==> config.mk <==
export PLATFORM = sky130hd
export DESIGN_NAME = fc_frame_buffer
export DESIGN_NICKNAME = d
export VERILOG_FILES = /design/src/rtl/fc_frame_buffer.sv
export SDC_FILE = /design/constraint.sdc
export NUM_CORES = 2
export LEC_CHECK = 0
export ABC_AREA = 0
export BUFFER_PORTS_ARGS = -buffer_cell sky130_fd_sc_hd__buf_2
export CAP_MARGIN = 25
export CORE_MARGIN = 2
export CORE_UTILIZATION = 55
export CTS_BUF_LIST = sky130_fd_sc_hd__clkbuf_16
export CTS_CLUSTER_DIAMETER = 200
export CTS_CLUSTER_SIZE = 14
export DETAILED_ROUTE_END_ITERATION = 8
export PLACE_DENSITY = 0.78
export SYNTH_ARGS = -nofsm -noshare
export SYNTH_HDL_FRONTEND = slang
export SYNTH_SLANG_ARGS = --single-unit
export TNS_END_PERCENT = 50
==> constraint.sdc <==
create_clock -name clk -period 7.1 [get_ports clk]
set_clock_uncertainty 0.2 [all_clocks]
set_input_delay 1.42 -clock clk [delete_from_list [all_inputs] [get_ports clk]]
set_output_delay 1.42 -clock clk [all_outputs]
set_load 0.1 [all_outputs]
==> src/rtl/fc_frame_buffer.sv <==
// fc_frame_buffer: ping-pong frame collector ahead of the fully connected layer.
// Streams one pixel per beat (all channels in parallel) into one of two banks.
// A completed bank is then presented as a flat, stable frame until the consumer releases it.
module fc_frame_buffer #(
  parameter int unsigned INPUT_SIZE     = 5,
  parameter int unsigned INPUT_CHANNELS = 3,
  parameter int unsigned PX_SIZE        = 8
) (
  input  logic                                  clk,
  input  logic                                  rst,
  input  logic [INPUT_CHANNELS*PX_SIZE-1:0]     in_px,
  input  logic                                  in_first,
  input  logic                                  in_valid,
  output logic                                  in_ready,
  output logic [INPUT_SIZE-1:0][INPUT_SIZE-1:0][INPUT_CHANNELS-1:0][PX_SIZE-1:0] img_out,
  output logic                                  out_valid,
  input  logic                                  out_ready,
  output logic                                  frame_err
);

  localparam int unsigned NUM_PX = INPUT_SIZE * INPUT_SIZE;
  localparam int unsigned PIX_W  = INPUT_CHANNELS * PX_SIZE;
  localparam int unsigned CNT_W  = (NUM_PX > 1) ? $clog2(NUM_PX) : 1;
  localparam logic [CNT_W-1:0] LAST_IDX = CNT_W'(NUM_PX - 1);

  // Two banks; pixel k of a bank sits at flat bits [k*PIX_W +: PIX_W] (raster order)
  logic [1:0][NUM_PX-1:0][PIX_W-1:0] bank_q, bank_d;
  logic [1:0]       full_q, full_d;
  logic             wr_sel_q, wr_sel_d;
  logic             rd_sel_q, rd_sel_d;
  logic [CNT_W-1:0] px_cnt_q, px_cnt_d;
  logic             frame_err_q, frame_err_d;

  logic             accept;
  logic             rel;
  logic [CNT_W-1:0] wr_idx;

  // Handshake qualifiers derived from registered state only
  assign in_ready  = ~full_q[wr_sel_q];
  assign out_valid = full_q[rd_sel_q];
  assign img_out   = bank_q[rd_sel_q];
  assign frame_err = frame_err_q;
  assign accept    = in_valid & in_ready;
  assign rel       = out_valid & out_ready;

  // Next-state: write/complete on accept (with start-of-frame resync), free on release
  always_comb begin
    bank_d      = bank_q;
    full_d      = full_q;
    wr_sel_d    = wr_sel_q;
    rd_sel_d    = rd_sel_q;
    px_cnt_d    = px_cnt_q;
    frame_err_d = 1'b0;
    wr_idx      = px_cnt_q;

    if (accept) begin
      // A frame start arriving mid-frame abandons the partial frame and restarts at pixel 0
      if (in_first && (px_cnt_q != '0)) begin
        frame_err_d = 1'b1;
        wr_idx      = '0;
      end
      bank_d[wr_sel_q][wr_idx] = in_px;
      if (wr_idx == LAST_IDX) begin
        full_d[wr_sel_q] = 1'b1;
        wr_sel_d         = ~wr_sel_q;
        px_cnt_d         = '0;
      end else begin
        px_cnt_d = wr_idx + CNT_W'(1);
      end
    end

    // Read bank is always full when released, so it never collides with the write bank
    if (rel) begin
      full_d[rd_sel_q] = 1'b0;
      rd_sel_d         = ~rd_sel_q;
    end
  end

  // State registers with synchronous reset; reset drops partial and held frames
  always_ff @(posedge clk) begin
    if (rst) begin
      bank_q      <= '0;
      full_q      <= '0;
      wr_sel_q    <= 1'b0;
      rd_sel_q    <= 1'b0;
      px_cnt_q    <= '0;
      frame_err_q <= 1'b0;
    end else begin
      bank_q      <= bank_d;
      full_q      <= full_d;
      wr_sel_q    <= wr_sel_d;
      rd_sel_q    <= rd_sel_d;
      px_cnt_q    <= px_cnt_d;
      frame_err_q <= frame_err_d;
    end
  end

endmodule

# ---- Word level (Yosys, flattened, before mapping)
# Index checks and enable logic that the tools add are counted.
dict set report totals {
  latchBits 0
  n_memories 0
  reg_bits 1210
  out_inout_bits 603
  inputBits 29
  mem_bits_rw 0
  mem_bits_ro 0
  elab_cells 101
}
dict set report op_classes {
  eq_ne 1
  addsub 1
  order_cmp 6
  multipliers 0
  n_mux 22
  n_shift 0
  reduce_logical 7
  n_bitwise 9
  div 0
}
# op count
set op_table {}
lappend op_table {{$mux 600} 3}
lappend op_table {{$bwmux 1200} 1}
lappend op_table {{$demux 600 s1} 1}
lappend op_table {{$demux 24 s5} 1}
lappend op_table {{$mux 24} 1}
lappend op_table {{$mux 5} 3}
lappend op_table {{$mux 1} 7}
lappend op_table {{$lt 5x6->1 const B} 1}
lappend op_table {{$mux 2} 3}
lappend op_table {{$add 5x1->5 const B} 1}
lappend op_table {{$eq 5x5->1 const B} 1}
lappend op_table {{$ge 5x1->1 const B} 1}
lappend op_table {{$reduce_bool 5->1} 1}
lappend op_table {{$logic_and 1x1->1} 4}
lappend op_table {{$lt 1x2->1 const B} 2}
lappend op_table {{$not 1->1} 4}
lappend op_table {{$and 1x1->1} 2}
lappend op_table {{$and 2x2->2} 1}
lappend op_table {{$demux 1 s1} 2}
lappend op_table {{$ge 1x1->1 const B} 2}
lappend op_table {{$not 2->2} 1}
lappend op_table {{$or 2x2->2} 1}
lappend op_table {{$reduce_and 2->1} 1}
lappend op_table {{$reduce_or 2->1} 1}

# ---- Logic depth before layout (Yosys ltp)
dict set report depth {
  word_depth 12
  ltp_mapped 14
  depth_no_buf 8
}

# ---- Worst setup path before layout
# Ideal clock, no wire load.
dict set report synth_path {
  path_type {input to register}
  startpoint {in in_first}
  endpoint {reg bank_q[679] (netlist bit)}
  path_stages 14
  t_arrival_ps 3297
  slack_ps 3477
  setup_ps 126
  n_path_buf 6
  required_ps 6774
  path_cell_list {buf_4 > buf_2 > inv_1 > nand2_1 > inv_1 > ha_1 > buf_2 > and4b_1 > clkbuf_1 > o21ai_0 > buf_2 > buf_2 > nand3b_1 > o21ai_0}
}
dict set report synth_via {
  elab_chain_len 10
  word_cells_on_any_way 11
  cone_classes {order compare: 2; mux: 7; reduce/logical: 2}
}
# item line
set synth_rtl {}
lappend synth_rtl {{start, declared} 12} ;# input logic in_first,
lappend synth_rtl {{$logic_and 1x1->1 (*)} 58} ;# if (in_first && (px_cnt_q != '0)) begin
lappend synth_rtl {{$mux 5 (*)} 58}
lappend synth_rtl {{$mux 5 (*)} 56} ;# if (accept) begin
lappend synth_rtl {{$lt 5x6->1 (not written as such) / $ge 5x1->1 (equally long branches)} 62} ;# bank_d[wr_sel_q][wr_idx] = in_px;
lappend synth_rtl {{$logic_and 1x1->1 (not written as such)} 62}
lappend synth_rtl {{$mux 24 (not written as such)} 62}
lappend synth_rtl {{$demux 24 s5 (*)} 62}
lappend synth_rtl {{$mux 600 (not written as such) (*)} 62}
lappend synth_rtl {{$demux 600 s1 (*)} 62}
lappend synth_rtl {{$bwmux 1200 (*)} 62}
lappend synth_rtl {{end signal, assigned} 89} ;# bank_q <= bank_d;
lappend synth_rtl {{end, declared} 27} ;# logic [1:0][NUM_PX-1:0][PIX_W-1:0] bank_q, bank_d;
# Mark *: on every way between the ends. The rest lies on a longest branch, timed or not. The select of a mux whose other input is x is not followed.
# A chain may end at the register's enable or synchronous reset.

==> impl_metrics.ini <==
[outcome]
run_status = complete, no violations

[layout]
seqCellArea_um2 = 24200
multiInputGateArea_um2 = 24000
fillCellCount = 7752
area_delta_synth_final_pct = 10.2
final_nets = 6246
drive_above_1_share = 0.252
post-route-util = 0.613

[clock_tree]
cts_resized = 0
cts_hold_buf = 0
clk_latency_ps = 690
cts_tree = built
numCtsBuffers = 96
path_clk_slew_ps = 70
postCtsSetupBuffers = 0
clock_sinks = 1210
root_buffer = clkbuf_16
htree_levels = 3
clk_path_buf_depth = 3

[global_routing]
antenna_found_initial = 7
grt_max_degree = 197
grt_usage = 0.323
overflow = 0
grt_first_pass_wirelength_mm = 239
first_global_vias = 39800

[floorplan]
die_w_um = 309
die_height_um = 309
dieArea_um2 = 95300
start_util = 0.556
core_um2 = 91800
ios = 632
rows = 111

[power]
internal_power_uw = 9280
clock_power_share = 0.395
p_switching_uw = 2900
p_comb_frac = 0.046
finalPower_uw = 12200
power_density_nw_per_um2 = 216
switching_share = 0.238
p_leak_uw = 0.0214
ir_drop_mv = 0.176
power_frac_seq = 0.559

[critical_path]
worst-path-buf-inv = 3
end_kind = output port
cp_top_family = buffers and inverters
path_max_fanout = 67
crit_path_cell_trace = buf_12 > buf_4 > mux2_2 > buf_2
start_kind = flip-flop
crit_required_ps = 5480
max_stage_delay_ps = 700
r2r_cells = 4
path_depth = 4
arrival_ps = 3250
critical_path_class = reg2out
cp_slowest_cell = dfxtp_4

[sta]
slew_headroom = 0.260
min_period_ps = 4870
fin_tns_setup_ps = 0
rsz0062_at_grt = false
max_freq_mhz = 205
finalMaxSlewViolations = 0
period_share = 0.686
timing_hold_violations_final = 0
tightest_slew_ps = 1110
setup_violations = 0

[synth]
synth_area_leaders = dfxtp_1, nand2_1, mux2_2
synth_mux_area_frac = 0.133
synth-xor-area-share = 0.000172
yosysTopAreaCellShare = 0.474
synth_cells = 5972
netlist-cell-type-count = 49
synth_top_family_by_area = simple AND/OR/NAND/NOR gates
synth_edf_count = 0
ys_seq_area_frac = 0.474
async_flop_share = 0
synth_fa_ha_area_frac = 0.000980
synth_fp_nets = 6005
synth_compound_area_frac = 0.127
syn_area_per_cell_um2 = 8.55
synth_simple_gate_area_frac = 0.206
synth-seq-cells = 1210
synth_top_cell_by_area = dfxtp_1
ys.flop_type = dfxtp_1
synth_area_um2 = 51100
synth_warnings = 0

[route]
drc = 0
via_count = 42800
drt_iter0_markers = 4894
wl_mm = 161
drt-pass1-iter-count = 6
ant_nets = 0
drt-wirelength-per-cell_um = 21.5
drt-vias-per-instance = 5.74

[placement]
hpwl_mm = 96.1
gp_congestion = 0.814
io_buffers = 631

[worst_hold_path]
hp-class = reg2reg
hold_depth = 2

[flow_run]
drv_cap = 0
[power groups by stage]
stage                     Sequential, uW  Clock, uW  Combinational (uW)
after global routing                6810       5120                 568
after detailed placement            6960          0                 544
after floorplan                     6960          0                 376
after global placement              6960          0                 543
after CTS                           6810       4850                 545
final                               6810       4820                 559
[flip-flops by register name (all words and copies together), names as in the netlist]
register and flops:
bank_q 1200, px_cnt_q 5, full_q 2, frame_err 1, rd_sel_q 1, wr_sel_q 1
[cells by family (layout without fill, tap and decap cells)]
logic type / count (synthesis) / in the layout
flops: 1210 / 1210
fa+ha+maj: 4 / 4
xor+xnor: 1 / 1
simple gates: 2367 / 2367
other cells: 0 / 1
mux: 604 / 604
buf+inv: 562 / 810
compound gates: 1224 / 1224
[final cells by class]
type                       instances  area share
sequential                      1210       0.430
clock inverter                     9     0.00171
multi-input combinational       4200       0.426
antenna                            1   0.0000445
inverter                           4    0.000267
tap                             1243      0.0276
clock buffer                      96      0.0427
timing repair buffer             701      0.0711
[layer usage]
metal  share of wire  global-route usage  vias up
met5         0.00026                   0        -
met4           0.056               0.165        6
met3           0.092              0.0724      368
met2            0.45               0.507     1809
met1            0.40               0.416    20500
li1                -                   -    20100
[final timing paths]
path	from	to	slack [ps]
max	rd_sel_q$_SDFFE_PP0P_	img_out[169]	2230
min	bank_q[442]$_SDFFE_PP0P_	bank_q[442]$_SDFFE_PP0P_	250
max reg2reg	px_cnt_q[2]$_SDFFE_PP0P_	bank_q[340]$_SDFFE_PP0P_	3700
min reg2reg	bank_q[442]$_SDFFE_PP0P_	bank_q[442]$_SDFFE_PP0P_	250
[cell usage after synthesis (all sizes together) (4+ instances only)]
cell	count
nand2	2063
nor2	44
a21oi	1015
mux2	601
nand4b	4
nand3b	195
inv	4
dfxtp	1210
o21ai	202
buf	268
and4b	4
and4bb	4
nand2b	25
ha	4
nand4bb	6
clkbuf	290
[through the flow]
| stage | hold slack, ps | instance area (um^2) | setup WS [ps] | instances |
|---|---|---|---|---|
| after floorplan | 233 | 51100 | 3480 | 5972 |
| after global placement | 237 | 53500 | 2180 | 7345 |
| after detailed placement | 243 | 53600 | 2100 | 7351 |
| after CTS | 252 | 56100 | 2210 | 7456 |
| after global routing | 268 | 56300 | 2120 | 7464 |
| final | 250 | 56300 | 2230 | 7464 |
[worst min-delay path: stages (launching register included)]
cell and delay, ps:
dfxtp_1 310, nand2_1 50, a21oi_1 50
[layout by cell type, fill, tap and decap left out, types with 4 or more instances in the layout]
master,netlist,final
buf_4,50,48
nor2_1,4,4
o21ai_1,28,28
nor2_2,7,7
and4b_1,4,4
o21ai_0,174,166
inv_6,0,5
inv_1,4,5
dfxtp_1,1210,1209
nor2_8,20,20
mux2_2,601,601
nor2_4,13,13
nand4b_4,4,4
clkbuf_16,0,96
buf_16,0,8
nand2_1,2063,2063
nand4bb_4,4,4
ha_1,4,4
buf_2,157,630
nand3b_1,195,195
buf_12,1,9
o21ai_4,0,8
a21oi_1,921,921
buf_8,8,6
a21oi_2,94,94
nand2b_1,25,25
Note: power is estimated with default switching activity, not from simulation.
